--- src/rtl/csr_trap_ctrl.sv ---
// ---------------------------------------------------------------------------
// csr_trap_ctrl
//
// Initiator side of the CSR access port for a single-cycle machine-mode core.
// Takes machine external / timer interrupts and executes MRET by issuing a
// short fixed sequence of CSR writes and reads, while stalling the core and
// finally redirecting its PC.
//
// mstatus and mie are tracked in shadow registers by snooping the core's own
// CSR writes, so deciding whether an interrupt is enabled never costs a CSR
// read.
//
// Optional feature:
//   CSR_TRAP_VECTORED_EN  - when defined, a trap honours mtvec vectored mode
//                           (mtvec[1:0]==2'b01 -> base + 4*cause[4:0]).
//                           When undefined, traps always use direct mode.
//
// Ports:
//   clk            in   clock, all state on rising edge
//   rst            in   asynchronous reset, active-low
//   pc_i           in   PC of instruction presented to the core
//   retire_i       in   instruction at pc_i is valid at a commit boundary
//   mret_i         in   instruction at pc_i is MRET
//   ext_irq_i      in   level machine external interrupt request
//   tmr_irq_i      in   level machine timer interrupt request
//   snoop_wr_i     in   core CSR write this cycle
//   snoop_addr_i   in   core CSR address
//   snoop_wdata_i  in   core CSR write data
//   csr_rdata_i    in   CSR file asynchronous read data
//   csr_addr_o     out  CSR address while owning the port
//   csr_wdata_o    out  CSR write data
//   csr_wr_o       out  CSR write strobe
//   csr_rd_o       out  CSR read strobe
//   csr_own_o      out  controller owns the CSR port (not idle)
//   stall_o        out  suppress/hold the current core instruction
//   redirect_o     out  one-cycle PC redirect pulse
//   redirect_pc_o  out  redirect target, valid with redirect_o
//
// The port-control outputs are decoded from the registered state only; the
// accept-cycle stall and the jump target are necessarily combinational, since
// the core must be held in the very cycle a request is accepted and the
// target comes straight from the asynchronous CSR read.
// ---------------------------------------------------------------------------
module csr_trap_ctrl #(
  parameter logic [31:0] MCAUSE_EXT = 32'h8000_000B,
  parameter logic [31:0] MCAUSE_TMR = 32'h8000_0007
) (
  input  logic        clk,
  input  logic        rst,
  input  logic [31:0] pc_i,
  input  logic        retire_i,
  input  logic        mret_i,
  input  logic        ext_irq_i,
  input  logic        tmr_irq_i,
  input  logic        snoop_wr_i,
  input  logic [11:0] snoop_addr_i,
  input  logic [31:0] snoop_wdata_i,
  input  logic [31:0] csr_rdata_i,
  output logic [11:0] csr_addr_o,
  output logic [31:0] csr_wdata_o,
  output logic        csr_wr_o,
  output logic        csr_rd_o,
  output logic        csr_own_o,
  output logic        stall_o,
  output logic        redirect_o,
  output logic [31:0] redirect_pc_o
);

  localparam logic [11:0] ADDR_MSTATUS = 12'h300;
  localparam logic [11:0] ADDR_MIE     = 12'h304;
  localparam logic [11:0] ADDR_MTVEC   = 12'h305;
  localparam logic [11:0] ADDR_MEPC    = 12'h341;
  localparam logic [11:0] ADDR_MCAUSE  = 12'h342;

  typedef enum logic [2:0] {
    ST_IDLE      = 3'd0,
    ST_T_MEPC    = 3'd1,
    ST_T_MCAUSE  = 3'd2,
    ST_T_MSTATUS = 3'd3,
    ST_T_JUMP    = 3'd4,
    ST_R_MSTATUS = 3'd5,
    ST_R_JUMP    = 3'd6
  } state_t;

  state_t      state_r;
  logic [31:0] mstatus_r;   // shadow of mstatus
  logic        mie_ext_r;   // shadow of mie.MEIE (bit 11)
  logic        mie_tmr_r;   // shadow of mie.MTIE (bit 7)
  logic [31:0] epc_r;
  logic [31:0] cause_r;

  logic        irq_ext_s;
  logic        irq_tmr_s;
  logic        take_irq_s;
  logic        take_mret_s;
  logic [31:0] base_s;
  logic [31:0] trap_target_s;

  // mstatus on trap entry: MPIE <= MIE, MIE <= 0, MPP <= M.
  function automatic logic [31:0] trap_mstatus(input logic [31:0] ms);
    logic [31:0] r;
    r        = ms;
    r[7]     = ms[3];
    r[3]     = 1'b0;
    r[12:11] = 2'b11;
    return r;
  endfunction

  // mstatus on MRET: MIE <= MPIE, MPIE <= 1.
  function automatic logic [31:0] mret_mstatus(input logic [31:0] ms);
    logic [31:0] r;
    r    = ms;
    r[3] = ms[7];
    r[7] = 1'b1;
    return r;
  endfunction

  // Accept decision, from registered shadows only; never while in reset.
  always_comb begin
    irq_ext_s   = ext_irq_i & mie_ext_r;
    irq_tmr_s   = tmr_irq_i & mie_tmr_r;
    take_irq_s  = rst & (state_r == ST_IDLE) & retire_i & mstatus_r[3]
                  & (irq_ext_s | irq_tmr_s);
    take_mret_s = rst & (state_r == ST_IDLE) & retire_i & mret_i & ~take_irq_s;
  end

  // Jump target: base with mode bits cleared, optionally vectored for traps.
  always_comb begin
    base_s = csr_rdata_i & 32'hFFFF_FFFC;
`ifdef CSR_TRAP_VECTORED_EN
    if (csr_rdata_i[1:0] == 2'b01) begin
      trap_target_s = base_s + {25'd0, cause_r[4:0], 2'b00};
    end else begin
      trap_target_s = base_s;
    end
`else
    trap_target_s = base_s;
`endif
  end

  // CSR port, stall and redirect decode for the current state.
  always_comb begin
    csr_addr_o    = 12'h000;
    csr_wdata_o   = 32'h0000_0000;
    csr_wr_o      = 1'b0;
    csr_rd_o      = 1'b0;
    csr_own_o     = 1'b0;
    stall_o       = 1'b0;
    redirect_o    = 1'b0;
    redirect_pc_o = 32'h0000_0000;
    case (state_r)
      ST_IDLE: begin
        stall_o = take_irq_s | take_mret_s;
      end
      ST_T_MEPC: begin
        csr_own_o   = 1'b1;
        stall_o     = 1'b1;
        csr_wr_o    = 1'b1;
        csr_addr_o  = ADDR_MEPC;
        csr_wdata_o = epc_r;
      end
      ST_T_MCAUSE: begin
        csr_own_o   = 1'b1;
        stall_o     = 1'b1;
        csr_wr_o    = 1'b1;
        csr_addr_o  = ADDR_MCAUSE;
        csr_wdata_o = cause_r;
      end
      ST_T_MSTATUS: begin
        csr_own_o   = 1'b1;
        stall_o     = 1'b1;
        csr_wr_o    = 1'b1;
        csr_addr_o  = ADDR_MSTATUS;
        csr_wdata_o = trap_mstatus(mstatus_r);
      end
      ST_T_JUMP: begin
        csr_own_o     = 1'b1;
        stall_o       = 1'b1;
        csr_rd_o      = 1'b1;
        csr_addr_o    = ADDR_MTVEC;
        redirect_o    = 1'b1;
        redirect_pc_o = trap_target_s;
      end
      ST_R_MSTATUS: begin
        csr_own_o   = 1'b1;
        stall_o     = 1'b1;
        csr_wr_o    = 1'b1;
        csr_addr_o  = ADDR_MSTATUS;
        csr_wdata_o = mret_mstatus(mstatus_r);
      end
      ST_R_JUMP: begin
        csr_own_o     = 1'b1;
        stall_o       = 1'b1;
        csr_rd_o      = 1'b1;
        csr_addr_o    = ADDR_MEPC;
        redirect_o    = 1'b1;
        redirect_pc_o = base_s;
      end
      default: begin
        csr_addr_o = 12'h000;
      end
    endcase
  end

  // Sequencer state, shadows and latched trap context.
  always_ff @(posedge clk or negedge rst) begin
    if (!rst) begin
      state_r   <= ST_IDLE;
      mstatus_r <= 32'h0000_0000;
      mie_ext_r <= 1'b0;
      mie_tmr_r <= 1'b0;
      epc_r     <= 32'h0000_0000;
      cause_r   <= 32'h0000_0000;
    end else begin
      case (state_r)
        ST_IDLE: begin
          if (take_irq_s) begin
            epc_r   <= pc_i;
            // external wins when both are pending and enabled
            cause_r <= irq_ext_s ? MCAUSE_EXT : MCAUSE_TMR;
            state_r <= ST_T_MEPC;
          end else if (take_mret_s) begin
            state_r <= ST_R_MSTATUS;
          end else if (snoop_wr_i) begin
            // stall_o is low here, so the core write really happens
            if (snoop_addr_i == ADDR_MSTATUS) begin
              mstatus_r <= snoop_wdata_i;
            end else if (snoop_addr_i == ADDR_MIE) begin
              mie_ext_r <= snoop_wdata_i[11];
              mie_tmr_r <= snoop_wdata_i[7];
            end else begin
              mstatus_r <= mstatus_r;
            end
          end else begin
            state_r <= ST_IDLE;
          end
        end
        ST_T_MEPC: begin
          state_r <= ST_T_MCAUSE;
        end
        ST_T_MCAUSE: begin
          state_r <= ST_T_MSTATUS;
        end
        ST_T_MSTATUS: begin
          mstatus_r <= trap_mstatus(mstatus_r);
          state_r   <= ST_T_JUMP;
        end
        ST_T_JUMP: begin
          state_r <= ST_IDLE;
        end
        ST_R_MSTATUS: begin
          mstatus_r <= mret_mstatus(mstatus_r);
          state_r   <= ST_R_JUMP;
        end
        ST_R_JUMP: begin
          state_r <= ST_IDLE;
        end
        default: begin
          state_r <= ST_IDLE;
        end
      endcase
    end
  end

endmodule
--- config.mk ---
export PLATFORM = sky130hd
export DESIGN_NAME = csr_trap_ctrl
export DESIGN_NICKNAME = d
export VERILOG_FILES = /design/src/rtl/csr_trap_ctrl.sv
export SDC_FILE = /design/constraint.sdc
export NUM_CORES = 1
export LEC_CHECK = 0
export ABC_CLOCK_PERIOD_IN_PS = 4300
export CORE_ASPECT_RATIO = 1.75
export CORE_UTILIZATION = 43
export CTS_BUF_LIST = sky130_fd_sc_hd__clkbuf_8 sky130_fd_sc_hd__clkbuf_16
export DETAILED_ROUTE_END_ITERATION = 8
export HOLD_SLACK_MARGIN = 0.02
export PLACE_DENSITY = 0.93
export SYNTH_ARGS = -nofsm -noshare
export SYNTH_HDL_FRONTEND = slang
export SYNTH_SLANG_ARGS = --single-unit
--- constraint.sdc ---
create_clock -name clk -period 4.3 [get_ports clk]
set_input_delay 0.43 -clock clk [delete_from_list [all_inputs] [get_ports clk]]
set_output_delay 0.43 -clock clk [all_outputs]
set_load 0.005 [all_outputs]
Yosys cells after proc, flatten, opt, wreduce, memory -nomap -nowiden
Index checks and enable logic that the tools add are counted.
{"block": "totals", "regBits": 101, "latchBits": 0, "ram_bits": 0, "rom_bits": 0, "inputBits": 115, "elab_cells": 66, "mem_count": 0}
{"block": "op_classes", "addsub": 0, "multipliers": 0, "n_div": 0, "order_cmp": 0, "n_eq_ne": 13, "n_shift": 0, "mux": 17, "bitwise_logic": 15, "reduce_logical": 13}
{"operator": "two-way mux 32 bit", "count": 5}
{"operator": "case mux 32 bit (4 select lines)", "count": 1}
{"operator": "case mux 32 bit (3 select lines)", "count": 1}
{"operator": "case mux 10 bit (4 select lines)", "count": 1}
{"operator": "== test 12 x 10 -> 1 bit, second input constant", "count": 2}
{"operator": "case mux 3 bit (5 select lines)", "count": 1}
{"operator": "AND reduction 6 bit", "count": 2}
{"operator": "== test 3 bit, second input constant", "count": 3}
{"operator": "two-way mux 3 bit", "count": 3}
{"operator": "bitwise AND 1 bit", "count": 8}
{"operator": "AND reduction 7 bit", "count": 1}
{"operator": "== test 3 x 2 -> 1 bit, second input constant", "count": 2}
{"operator": "!= test 2 bit, second input constant", "count": 3}
{"operator": "OR reduction 2 bit", "count": 3}
{"operator": "OR reduction 6 bit", "count": 1}
{"operator": "inverter 1 bit", "count": 5}
{"operator": "AND reduction 5 bit", "count": 1}
{"operator": "two-way mux 4 bit", "count": 1}
{"operator": "!= test 4 bit, second input constant", "count": 1}
{"operator": "OR reduction 4 bit", "count": 1}
{"operator": "== test 3 x 1 -> 1 bit, second input constant", "count": 1}
{"operator": "logical NOT 3 bit", "count": 1}
{"operator": "two-way mux 1 bit", "count": 3}
{"operator": "nonzero test 3 bit", "count": 1}
{"operator": "5 further kinds", "count": 6}

Longest topological paths before layout
Gate-level depths: netlist of the first run.
{"block": "logic_depth", "word_depth": 10, "mapped_depth": 8}

Least setup slack after synthesis of the first run
Ideal clock, no wire load.
{"block": "synth_path", "path_kind": "input port to flip-flop", "from": "input port snoop_addr_i[5]", "to": "register mstatus_r[7]", "setup_ps": 128, "arrival_time_ps": 1890, "required_time_ps": 4172, "path_slack_ps": 2283, "path_stages": 5, "path_buffers": 0, "path_cell_list": "or4_4 > nor4_4 > o22ai_1 > a211oi_2 > mux2_1"}
{"block": "synth_between", "elab_chain_cells": 3}
{"element": "start, declared", "line": "56", "rtl": "input logic [11:0] snoop_addr_i,"}
{"element": "== test 12 x 10 -> 1 bit", "line": "226", "rtl": "if (snoop_addr_i == ADDR_MSTATUS) begin"}
{"element": "!= test 2 x 1 -> 1 bit (no line)"}
{"element": "AND reduction 5 bit (no line)"}
{"element": "end signal, assigned", "line": "227", "rtl": "mstatus_r <= snoop_wdata_i;"}
{"element": "end signal, assigned", "line": "232", "rtl": "mstatus_r <= mstatus_r;"}
{"element": "end signal, assigned", "line": "245", "rtl": "mstatus_r <= trap_mstatus(mstatus_r);"}
{"element": "end, declared", "line": "86", "rtl": "logic [31:0] mstatus_r;"}
Every way passes these cells.
A chain may end at the register's enable or synchronous reset.

Final worst setup path of the first run
{"block": "layout_path", "from": "register state_r[0]", "to": "output port csr_wdata_o[30]"}
{"block": "layout_between", "elab_chain_cells": 2}
{"element": "start, declared", "line": "85", "rtl": "state_t state_r;"}
{"element": "start signal, assigned", "line": "208", "rtl": "state_r <= ST_IDLE;"}
{"element": "start signal, assigned", "line": "221", "rtl": "state_r <= ST_T_MEPC;"}
{"element": "start signal, assigned", "line": "223", "rtl": "state_r <= ST_R_MSTATUS;"}
{"element": "== test 3 bit, or another cell as far along", "line": "151", "rtl": "case (state_r)"}
{"element": "case mux 32 bit (4 select lines) *", "line": "151"}
{"element": "end, declared", "line": "60", "rtl": "output logic [31:0] csr_wdata_o,"}
Every way passes the cells marked *; elsewhere a longest branch is shown, timed or not.

==> flow_metrics.py, run 1 <==
metrics = {
    "run_status": {
        "outcome": "finished, final reports clean",
    },
    "synth": {
        "synth_top_area_cell": "dfrtp_1",
        "avgSynthCellArea_um2": 11.7,
        "ys_seq_area_share_pct": 47.9,
        "ys_warn_count": 0,
        "synthTopCellsByArea": "dfrtp_1 48%, mux2_2 8.1%, mux2_4 8.0%",
        "synth_cell_type_count": 39,
        "post-synth-top-area-fraction_pct": 47.9,
        "syn-cell-area_um2": 3760,
        "syn_inst": 321,
        "ys_ff_latch": 72,
    },
    "sta": {
        "slew_headroom_pct": 36.8,
        "tightest_slew_ns": 0.948,
        "slew_violations": 0,
        "fin_crit_sh_pct": 80.8,
        "fin_skew_ns": 0.00441,
        "rsz0062_at_grt": "no",
        "finalSetupTns_ns": 0,
        "setup_violations": 0,
        "finalCriticalPeriod_ns": 3.47,
        "clock.fmax_ghz": 0.288,
        "hold_viol_final": 0,
    },
    "route": {
        "drtIter0Drc": 85,
        "wl_um": 10700,
        "drc": 0,
        "viasPerCell": 5.26,
        "firstDrtPassIters": 4,
        "vias": 3244,
        "post_drt_wl_per_cell_um": 17.3,
        "ant_nets": 0,
    },
    "cts": {
        "hold_buffers": 1,
        "clock_tree.buffer_depth": 2,
        "root_buffer": "clkbuf_16",
        "path_clk_slew_ns": 0.05,
        "cts_tree": "done",
        "cts.sinks": 72,
        "cts_buffers": 9,
        "cts_setup_buffers": 0,
        "cts_max_level": 3,
        "post_cts_resized": 0,
        "clk_latency_ns": 0.32,
    },
    "finish": {
        "diodes": 0,
        "drive_above_1_share_pct": 15.3,
        "final_cell_mix": "184 x clkdlybuf4s50_1, 72 x dfrtp_1, 31 x and3_1, 27 x mux2_2, 26 x a22o_1",
        "fin_nets": 612,
        "syn_to_final_growth_pct": 57.7,
        "fin_util_pct": 70.9,
        "final_common_cell": "clkdlybuf4s50_1",
        "fillCellCount": 609,
    },
    "power": {
        "power_density_nw_per_um2": 389,
        "leakage_uw": 0.00284,
        "irDropWorstVdd_mv": 0.251,
    },
    "setup_path": {
        "start_kind": "flip-flop",
        "crit_arrival_ns": 3.04,
        "endpoint_kind": "output pin",
        "crit_buf_inv": 2,
        "cp_max_fo": 19,
        "path_cells": "nand2b_1 -> nor2_2 -> buf_4 -> a22o_1 -> clkdlybuf4s50_1",
        "cp_top_family": "simple AND/OR/NAND/NOR gates",
        "crit_slowest_cell": "nor2_2",
        "critPathMaxStageDelay_ns": 0.75,
        "worstSetupPathType": "reg -> out",
        "crit_required_ns": 3.87,
    },
    "grt": {
        "track_usage_pct": 24.1,
        "grt_pass1_vias": 3406,
        "grt_max_degree": 71,
        "grt_pass1_wl_um": 16500,
        "gr-total-overflow": 0,
        "grt_antenna_before_repair": 0,
    },
    "flow_run": {
        "maxCapViolations": 0,
    },
    "floorplan": {
        "rows": 44,
        "chipWidth_um": 72.7,
        "fp.dieH_um": 126,
        "initial_core_util_pct": 44.9,
        "design.core.area_um2": 8370,
        "die_area_um2": 9140,
        "ios": 196,
    },
    "worst_hold_path": {
        "hold_class": "in -> async",
    },
    "placement": {
        "io_buffers": 185,
        "place.gp.congestion": 0.818,
        "dpl.hpwl_um": 8010,
    },
}
[synth_stat cells]
cell and instances:
nor3_1 1, o311a_1 2, buf_6 3, o22ai_1 1
or2_2 2, nand4bb_1 1, nand2b_1 5, o211ai_1 1
or3_1 1, o2bb2ai_1 1, and3_1 31, or4_4 1
conb_1 1, mux2i_1 3, mux2_2 27, inv_1 6
mux2_4 20, and2_1 1, a21oi_1 8, or2_1 1
nor4_4 1, a22o_1 26, nor2_1 13, a22oi_1 5
nand3_1 1, nor3_4 1, nand2_1 20, dfrtp_1 72
o22a_1 1, buf_4 10, buf_1 1, o21ai_0 11
buf_2 6, mux2_1 18, o21bai_1 1, a211oi_2 1
nor3_2 1, a21o_1 1, clkbuf_1 14
[kinds of logic (layout without fill, tap and decap cells)]
group / Yosys count / count (layout) / synth area share (%)
simple gates: 81 / 81 / 12.2
flops: 72 / 72 / 47.9
buf+inv: 40 / 214 / 5.79
other cells: 1 / 8 / 0.0997
mux: 68 / 68 / 22.3
compound gates: 59 / 59 / 11.7
[power breakdown]
part           switching, µW  total (µW)  internal (µW)
Sequential              53.5         765            712
Clock                    258         697            439
Combinational            391         843            451
Total                    703        2310           1600
[final cells by class]
class / instances / area (µm²) / share of cell area, %
tap: 115 / 144 / 2.43
clock buffer: 9 / 225 / 3.80
inverter: 6 / 22.5 / 0.380
sequential: 72 / 1800 / 30.4
clock inverter: 7 / 57.6 / 0.970
multi-input combinational: 216 / 1780 / 29.9
timing repair buffer: 192 / 1900 / 32.1
[metrics by stage]
step | area [µm²] | setup slack (ns) | power, µW | hold slack (ns) | cells
6_report | 5930 | 0.827 | 2310 | 0.460 | 617
5_1_grt | 5930 | 0.712 | 2430 | 0.452 | 617
4_1_cts | 5930 | 0.832 | 2330 | 0.444 | 617
3_5_place_dp | 5640 | 1.18 | 1620 | 0.246 | 600
3_3_place_gp | 5640 | 1.20 | 1600 | 0.249 | 600
2_1_floorplan | 3790 | 2.28 | 1170 | 0.134 | 328
[sequential cells by signal (all words and copies together) (netlist names)]
name	flops
cause_r	3
state_r	3
epc_r	32
mie_ext_r	1
mie_tmr_r	1
mstatus_r	32
[worst paths after layout]
kind                       startpoint  slack, ns  cells after the start              end
setup / recovery           state_r[0]       0.83                      5  csr_wdata_o[30]
hold reg to reg            cause_r[1]       0.48                      1       cause_r[1]
max in group asynchronous         rst       2.77                      3        epc_r[23]
hold / removal                    rst       0.46                      2        mie_ext_r
setup reg to reg           state_r[2]       1.65                      5    mstatus_r[15]
min in group clk           cause_r[1]       0.48                      1       cause_r[1]
[per-layer routing]
layer  GRT usage, %  wire length (µm)  part of all wire [%]
met1           22.8              3650                    34
met2           45.1              5890                    55
met3           5.76               680                   6.4
met4           13.6               446                   4.2
met5              0                 0                     0
No activity file was read; power rests on OpenSTA's default activity.
==> run 2, diff against run 1 <==
==> config.mk (replaced) <==
export PLATFORM = sky130hd
export DESIGN_NAME = csr_trap_ctrl
export DESIGN_NICKNAME = d
export VERILOG_FILES = /design/src/rtl/csr_trap_ctrl.sv
export SDC_FILE = /design/constraint.sdc
export NUM_CORES = 1
export LEC_CHECK = 0
export ABC_CLOCK_PERIOD_IN_PS = 3300
export CORE_ASPECT_RATIO = 1.75
export CORE_UTILIZATION = 40
export CTS_BUF_LIST = sky130_fd_sc_hd__clkbuf_8 sky130_fd_sc_hd__clkbuf_16
export DETAILED_ROUTE_END_ITERATION = 8
export HOLD_SLACK_MARGIN = 0.02
export PLACE_DENSITY = 0.88
export SYNTH_ARGS = -nofsm -noshare
export SYNTH_HDL_FRONTEND = slang
export SYNTH_SLANG_ARGS = --single-unit
==> constraint.sdc (replaced) <==
create_clock -name clk -period 3.3 [get_ports clk]
set_input_delay 0.33 -clock clk [delete_from_list [all_inputs] [get_ports clk]]
set_output_delay 0.33 -clock clk [all_outputs]
set_load 0.005 [all_outputs]
==> run 2 against run 1 <==
  * Sequential share of layout area is 0.39 points lower
  * Routed wire length is 3.8% higher
  * Critical path depth stayed put
  * Total power is 37% higher
==> flow_metrics.py, run 2 (synthesis results as in run 1) <==
metrics = {
    "setup_path": {
        "worstSetupPathType": "reg -> out",
        "endpoint_kind": "output pin",
        "path_cells": "inv_1 -> nor2_1 -> a22oi_1 -> o21ai_0 -> clkdlybuf4s50_1",
        "start_kind": "flip-flop",
        "crit_arrival_ns": 2.52,
        "crit_required_ns": 2.97,
        "crit_slowest_cell": "dfrtp_1",
        "cp_max_fo": 15,
        "r2r_slack_ns": 0.77,
        "critPathMaxStageDelay_ns": 0.56,
    },
    "cts": {
        "clock_tree.buffer_depth": 2,
        "cts_buffers": 9,
        "cts_max_level": 3,
        "cts_tree": "done",
        "path_clk_slew_ns": 0.06,
        "post_cts_resized": 0,
        "clk_latency_ns": 0.33,
        "cts_setup_buffers": 0,
        "root_buffer": "clkbuf_16",
        "cts.sinks": 72,
        "hold_buffers": 0,
    },
    "floorplan": {
        "initial_core_util_pct": 41.3,
        "rows": 46,
        "design.core.area_um2": 9090,
        "chipWidth_um": 75.3,
        "fp.dieH_um": 130,
        "ios": 196,
        "die_area_um2": 9810,
    },
    "finish": {
        "final_common_cell": "clkdlybuf4s50_1",
        "drive_above_1_share_pct": 16.6,
        "syn_to_final_growth_pct": 59.8,
        "regArea_um2": 1800,
        "final_cell_mix": "184 x clkdlybuf4s50_1, 72 x dfrtp_1, 31 x and3_1, 27 x mux2_2, 26 x a22o_1",
        "multi_input_area_um2": 1780,
        "diodes": 0,
        "fillCellCount": 754,
        "fin_nets": 615,
        "top_regs": "epc_r: 32 flops, mstatus_r: 32 flops",
    },
    "route": {
        "met3WireLength_um": 835,
        "wl_met2_um": 6250,
        "vias": 3272,
        "post_drt_wl_per_cell_um": 17.7,
        "wl_um": 11100,
        "highest_layer": "met4",
        "viasPerCell": 5.24,
        "drtIter0Drc": 97,
        "firstDrtPassIters": 4,
        "drc": 0,
        "route.layer.met1.wl_um": 3680,
        "ant_nets": 0,
    },
    "sta": {
        "fin_skew_ns": 0.00928,
        "setup_violations": 0,
        "fin_crit_sh_pct": 86.5,
        "finalCriticalPeriod_ns": 2.85,
        "slew_headroom_pct": 37.2,
        "slew_violations": 0,
        "hold_viol_final": 0,
        "rsz0062_at_grt": "no",
        "clock.fmax_ghz": 0.350,
        "tightest_slew_ns": 0.943,
        "finalSetupTns_ns": 0,
    },
    "power": {
        "p_total_uw": 3150,
        "irDropWorstVdd_mv": 0.320,
        "power_density_nw_per_um2": 525,
        "leakage_uw": 0.00288,
    },
    "worst_hold_path": {
        "hold_class": "in -> async",
    },
    "grt": {
        "grt_pass1_vias": 3530,
        "grt_pass1_wl_um": 16700,
        "track_usage_pct": 23.2,
        "grt_antenna_before_repair": 0,
        "gr-total-overflow": 0,
        "grt_max_degree": 38,
    },
    "flow_run": {
        "maxCapViolations": 0,
    },
    "run_status": {
        "outcome": "finished, final reports clean",
    },
    "placement": {
        "dpl.hpwl_um": 8500,
        "io_buffers": 185,
        "place.gp.congestion": 0.811,
    },
}
==> run 2: changes by cell type in the layout (fill, tap and decap cells not counted) <==
cell | before | now
buf_12 | 0 | 1
buf_4 | 7 | 10
bufinv_16 | 1 | 2
clkbuf_8 | 0 | 1
clkinv_2 | 1 | 2
clkinvlp_4 | 1 | 0
dlygate4sd3_1 | 1 | 0
inv_1 | 10 | 7
inv_6 | 0 | 1
==> run 2: worst paths after layout <==
| check | startpoint | end | cells past startpoint |
|---|---|---|---|
| max | state_r[0] | csr_wdata_o[31] | 5 |
| min | rst | epc_r[23] | 2 |
| max reg2reg | state_r[1] | mstatus_r[9] | 6 |
| min reg2reg | mstatus_r[10] | mstatus_r[10] | 1 |
| max in group asynchronous | rst | mie_ext_r | 3 |
| min in group clk | rst | state_r[2] | 3 |
==> run 2: layout make-up <==
cell class	count	area share, %
repair buffers	195	32.2
inverters	6	0.375
multi-input cells	216	29.6
clock inverters	6	1.37
clock buffers	10	3.98
well taps	120	2.50
flip-flops and latches	72	30.0
==> run 2: per-stage QoR <==
stage | setup slack, ns | hold WS, ns | std cells | utilization [%] | cell area, µm²
CTS | 0.455 | 0.106 | 625 | 66.1 | 6010
floorplan | 1.38 | 0.0344 | 328 | - | 3790
detailed placement | 0.577 | 0.461 | 609 | 62.5 | 5690
global route | 0.261 | 0.123 | 625 | 66.1 | 6010
finish | 0.446 | 0.0968 | 625 | 66.1 | 6010
global placement | 0.639 | 0.446 | 609 | 62.5 | 5690
==> run 2: critical path, delay by kind of cell, from the launching register on <==
family          cells  cell delay, ns
compound gates      2            0.35
buf+inv             2            0.81
simple gates        1            0.49
flops               1            0.56
==> run 2: report_power, final <==
group | internal (µW) | switching, µW
Sequential | 928 | 65.2
Clock | 679 | 350
Combinational | 601 | 529
Total | 2210 | 945
==> run 2: layer usage <==
layer	up-vias	GRT usage [%]
li1	1494	-
met3	22	6.33
met5	-	0
met2	164	43.9
met1	1592	21.7
met4	0	12.1
==> run 3, diff against run 2 <==
==> config.mk (replaced) <==
export PLATFORM = sky130hd
export DESIGN_NAME = csr_trap_ctrl
export DESIGN_NICKNAME = d
export VERILOG_FILES = /design/src/rtl/csr_trap_ctrl.sv
export SDC_FILE = /design/constraint.sdc
export NUM_CORES = 1
export LEC_CHECK = 0
export ABC_CLOCK_PERIOD_IN_PS = 2500
export CORE_ASPECT_RATIO = 1.75
export CORE_UTILIZATION = 36
export CTS_BUF_LIST = sky130_fd_sc_hd__clkbuf_8 sky130_fd_sc_hd__clkbuf_16
export DETAILED_ROUTE_END_ITERATION = 8
export HOLD_SLACK_MARGIN = 0.02
export PLACE_DENSITY = 0.84
export SYNTH_ARGS = -nofsm -noshare
export SYNTH_HDL_FRONTEND = slang
export SYNTH_SLANG_ARGS = --single-unit
==> constraint.sdc (replaced) <==
create_clock -name clk -period 2.5 [get_ports clk]
set_input_delay 0.25 -clock clk [delete_from_list [all_inputs] [get_ports clk]]
set_output_delay 0.25 -clock clk [all_outputs]
set_load 0.005 [all_outputs]
==> run 3 against run 2 <==
  * Clock power rose by 7%
  * Non-clock buffer count grew 11
  * Combinational power is 48% higher
  * Sequential share of layout area is 0.43 points lower
  * Sequential cell count is the same
  * Global-route usage decreased by 2.9 points
  * Setup slack got worse by 0.35 ns
  * Routed wire length decreased by 1.3%
  * Clock skew about the same
  * Cell count rose by 2.7%
  * Utilization shrank 6.4 points
  * Largest power group unchanged
==> flow_metrics.py, run 3 (synthesis results as in run 1) <==
metrics = {
    "placement": {
        "io_buffers": 185,
        "dpl.hpwl_um": 8320,
        "place.gp.congestion": 0.780,
    },
    "floorplan": {
        "die_area_um2": 10900,
        "fp.dieH_um": 137,
        "rows": 49,
        "ios": 196,
        "initial_core_util_pct": 36.7,
        "design.core.area_um2": 10200,
        "chipWidth_um": 79.3,
    },
    "sta": {
        "fin_skew_ns": 0.00894,
        "fin_crit_sh_pct": 96.1,
        "slew_violations": 0,
        "setup_violations": 0,
        "slew_headroom_pct": 38.7,
        "tightest_slew_ns": 0.919,
        "clock.fmax_ghz": 0.416,
        "hold_viol_final": 0,
        "rsz0062_at_grt": "yes",
        "finalCriticalPeriod_ns": 2.40,
    },
    "cts": {
        "cts.sinks": 72,
        "cts_buffers": 9,
        "path_clk_slew_ns": 0.05,
        "clk_latency_ns": 0.32,
        "clock_tree.buffer_depth": 2,
        "cts_max_level": 3,
        "cts_tree": "done",
        "root_buffer": "clkbuf_16",
    },
    "flow_run": {
        "maxCapViolations": 0,
    },
    "setup_path": {
        "crit_required_ns": 2.25,
        "cp_max_fo": 25,
        "endpoint_kind": "output pin",
        "crit_buf_inv": 3,
        "start_kind": "flip-flop",
        "crit_slowest_cell": "clkdlybuf4s50_1",
        "path_cells": "buf_6 -> nand2b_1 -> a21oi_2 -> buf_12 -> a22o_1 -> clkdlybuf4s50_1",
        "critPathMaxStageDelay_ns": 0.49,
        "worstSetupPathType": "reg -> out",
        "crit_arrival_ns": 2.15,
        "cp_top_family": "buffers and inverters",
    },
    "run_status": {
        "outcome": "finished, final reports clean",
    },
    "finish": {
        "multi_input_area_um2": 1780,
        "regArea_um2": 1800,
        "syn_to_final_growth_pct": 62.4,
        "final_cell_mix": "167 x clkdlybuf4s50_1, 70 x dfrtp_1, 31 x and3_1, 27 x mux2_2, 26 x a22o_1",
        "final_common_cell": "clkdlybuf4s50_1",
        "fin_nets": 626,
        "fin_util_pct": 59.6,
        "top_regs": "epc_r: 32 flops, mstatus_r: 32 flops",
        "drive_above_1_share_pct": 18.6,
        "fillCellCount": 837,
        "diodes": 0,
    },
    "power": {
        "leakage_uw": 0.00322,
        "p_total_uw": 4070,
        "irDropWorstVdd_mv": 0.537,
        "power_density_nw_per_um2": 667,
    },
    "route": {
        "post_drt_wl_per_cell_um": 17.0,
        "viasPerCell": 5.15,
        "vias": 3306,
        "firstDrtPassIters": 4,
        "wl_um": 10900,
        "drtIter0Drc": 81,
        "ant_nets": 0,
        "drc": 0,
    },
    "grt": {
        "grt_pass1_wl_um": 16600,
        "track_usage_pct": 20.3,
        "grt_max_degree": 45,
        "grt_pass1_vias": 3518,
        "gr-total-overflow": 0,
        "grt_antenna_before_repair": 0,
    },
    "worst_hold_path": {
        "hold_class": "reg -> reg",
    },
}
run 3: cell count changes in the layout (fill, tap and decap cells not counted), moves of 2 or more:
cell	previous run	this run
clkdlybuf4s50_1	184	167
dfrtp_1	72	70
dfrtp_2	0	2
buf_4	10	18
dlymetal6s2s_1	0	17
bufinv_16	2	0
run 3: repair_timing:
| action | in CTS | in global routing |
|---|---|---|
| endpoints found under the setup margin | 28 | 29 |
| hold buffers | 1 | 0 |
| endpoints found under the hold margin | 28 | 0 |
| resized for setup | 2 | 21 |
| gates cloned | 0 | 0 |
| buffers inserted | 0 | 3 |
| pin swaps | 1 | 4 |
run 3: layer usage:
metal	vias up	wire length [µm]	track usage, %	part of all wire, %
met1	1607	3610	18.1	33
met4	0	305	9.70	2.8
li1	1520	-	-	-
met2	157	6290	41.1	58
met5	-	0	0	0
met3	22	710	4.70	6.5
run 3: per-stage QoR:
stage / TNS [ns] / area (µm²) / hold slack, ns / setup slack (ns) / std cells
after floorplan: 0 / 3790 / -0.0456 / 0.611 / 328
after global placement: 0 / 5760 / 0.338 / 0.104 / 623
after detailed placement: 0 / 5760 / 0.342 / 0.0580 / 623
after CTS: 0 / 6030 / 0.469 / 0.00580 / 639
after global routing: -0.0202 / 6100 / 0.497 / -0.0200 / 642
final: 0 / 6100 / 0.466 / 0.0974 / 642
run 3: worst paths after layout:
check                           slack, ns         endpoint  cells after the start       start
worst max register to register       0.35        epc_r[25]                      4  state_r[1]
max in group asynchronous            1.07       state_r[0]                      4         rst
worst min register to register       0.47       cause_r[1]                      1  cause_r[1]
min in group asynchronous            0.53       cause_r[3]                      3         rst
worst max-delay path                  0.1  csr_wdata_o[15]                      6  state_r[2]
worst min-delay path                 0.47       cause_r[1]                      1  cause_r[1]
run 3: worst reg2reg max path, stage by stage, from the launching register on:
cell,delay [ns]
dfrtp_2,0.48
nor3_4,0.27
nand3_2,0.15
or2_2,0.66
mux2_1,0.47
run 3: layout make-up:
type	count	share of cell area, %
clock inverter	6	0.492
tap	127	2.60
inverter	6	0.369
multi-input combinational	216	29.2
sequential	72	29.6
timing repair buffer	206	34.1
clock buffer	9	3.69
run 3: where the power goes:
part | leakage (µW) | total (µW) | internal (µW) | switching, µW
combinational | 0.00210 | 1670 | 918 | 754
clock | 0.000133 | 1100 | 652 | 452
sequential | 0.000991 | 1300 | 1230 | 67.4
total | 0.00322 | 4070 | 2800 | 1270
==> RTL edit (settings of run 3) <==
Make the reset (`rst`) synchronous in one clocked block. Comments in the files are not updated.
--- a/src/rtl/csr_trap_ctrl.sv
+++ b/src/rtl/csr_trap_ctrl.sv
@@ -203,7 +203,7 @@
   end
 
   // Sequencer state, shadows and latched trap context.
-  always_ff @(posedge clk or negedge rst) begin
+  always_ff @(posedge clk) begin
     if (!rst) begin
       state_r   <= ST_IDLE;
       mstatus_r <= 32'h0000_0000;
Formal check against the unedited RTL: differs if rst is asserted again (counterexample within 4 cycles, from zero or initial values and one cycle with rst low); with rst held inactive, the same outputs for 4 cycles.
==> RTL edit against run 3 <==
  * Wire length up 13%
  * Design area down 2.0%
  * Synthesized area decreased by 1.3%
  * Die area fell by 1.2%
  * Sequential cell count unchanged
  * Worst setup slack improved by 0.022 ns
Power is not compared: it rests on default switching activity, and its combinational part moved more than twofold at a synthesized area within 25%.
==> RTL edit: results (changes against run 3) <==
run status=finished clean (unchanged); Worst-path clk slew=0.06 ns; total iterations of the first detailed-routing run=4 (unchanged); hpwl dp=9.32 mm (was 8.32 mm); Worst R2R Start=state_r[1] (unchanged); FFs w/ async S/R, synth=0% (was 100%); first-pass GRT wire length=19.0 mm (was 16.6 mm); Slew @ Worst Pin=0.605 ns (was 0.919 ns); wirelength, routed=12.3 mm (was 10.9 mm); top area cells in the synthesized netlist=dfxtp_1 (39%), mux2i_1 (8.9%), nand2_1 (7.7%), a21boi_0 (6.9%), a22o_1 (6.4%) (was dfrtp_1 (48%), mux2_2 (8.1%), mux2_4 (8.0%), a22o_1 (6.1%), mux2_1 (5.4%)); CP Max Fanout=33 (was 25); Worst EP arrival=2.13 ns (was 2.15 ns); CTS buffer count=9 (unchanged); fraction of layout instances using a drive strength above 1=7.62% (was 18.6%); Clock Path Buffers=2 (unchanged); VDD IR-drop max=0.000453 V; vias in the first global route=3995 (was 3518); Critical Path Slowest Stage Cell=clkdlybuf4s50_1 (unchanged); Hold Startpoint=epc_r[3] (was cause_r[1]); top flop regs=epc_r: 32 flops, mstatus_r: 32 flops (unchanged); max incr delay on CP=0.53 ns (was 0.49 ns); synth cell count leaders=nand2_1 (76), dfxtp_1 (72), and2_1 (35), a21boi_0 (34), nor2b_1 (34) (was dfrtp_1 (72), and3_1 (31), mux2_2 (27), a22o_1 (26)); per-cell routed wire length=16.9 microns (was 17.0 microns); YS warnings=0 (unchanged); Total GRT Usage=23.5% (was 20.3%); worst min path class=reg2reg (unchanged); H-tree Lvls=3 (unchanged); critical path startpoint=state_r[2] (unchanged); Final Skew=0.00789 ns (was 0.00894 ns); dpl cell area=0.00567 sq mm (was 0.00576 sq mm); post-CTS resize count=0 (was 2); initial drt markers=156 (was 81); # diodes=0 (unchanged); placed insts=713 (was 623); Pleak=0.00241 uW; Avg Cell Area, Syn=8.76 sq um (was 11.7 sq um); post-CTS setup repair buffer count=0 (unchanged); Yosys cell types=43 (was 39); Placer Congestion=0.837 (was 0.780); cell family with most CP delay=buffers and inverters (unchanged); Place WS=0.292 ns (was 0.0580 ns); largest net degree at the start of global routing=75 (was 45); initial antenna violation count=0 (unchanged); I/O Buffers=185 (unchanged); Seq/Total Area, Yosys=38.8% (was 47.9%); DR vias=3770 (was 3306); latest clock arrival within the worst-skew pair=0.32 ns (about the same)
RTL edit: final cells by class:
| type | instances | area (sq um) |
|---|---|---|
| Fill cell | 873 | 3990 |
| Multi-Input combinational cell | 314 | 2050 |
| Timing Repair Buffer | 200 | 2030 |
| Sequential cell | 72 | 1440 |
| Clock buffer | 11 | 253 |
| Tap cell | 125 | 156 |
| Clock inverter | 5 | 47.5 |
| Inverter | 2 | 7.51 |
RTL edit: power breakdown:
group / internal [uW] / switching [uW]
registers: 1150 / 9.83
logic: 259 / 133
clock network: 816 / 456
total: 2230 / 598
RTL edit: logic make-up (layout without fill, tap and decap cells):
group | after synthesis | after routing | synth area share (%)
other | 1 | 8 | 0.101
buffers and inverters | 45 | 218 | 7.08
DFF | 72 | 72 | 38.8
and+or+nand+nor | 178 | 178 | 25.0
muxes | 36 | 36 | 9.81
AOI/OAI and AO/OA | 91 | 91 | 19.0
xor gates and xnor gates | 1 | 1 | 0.236
RTL edit: routing by layer:
metal | up-vias | share of wire [%] | track usage (%)
li1 | 1771 | - | -
met1 | 1758 | 31 | 19.4
met2 | 197 | 55 | 46.3
met3 | 44 | 7.5 | 5.50
met4 | 0 | 6.6 | 17.4
met5 | - | 0 | 0
RTL edit: worst reg2reg max path: cells and delay by family, from the launching register on:
kind | cells | cell delay [ns]
and+or+nand+nor | 3 | 0.52
DFF | 1 | 0.37
muxes | 1 | 0.26
AOI/OAI and AO/OA | 1 | 0.25
buffers and inverters | 2 | 0.47
RTL edit: path summary, 6_finish.rpt:
kind / to / slack, ns / cells past startpoint
setup / recovery: redirect_pc_o[19] / 0.12 / 6
hold / removal: epc_r[3] / 0.47 / 2
setup reg to reg: mstatus_r[23] / 0.52 / 7
hold reg to reg: epc_r[3] / 0.47 / 2
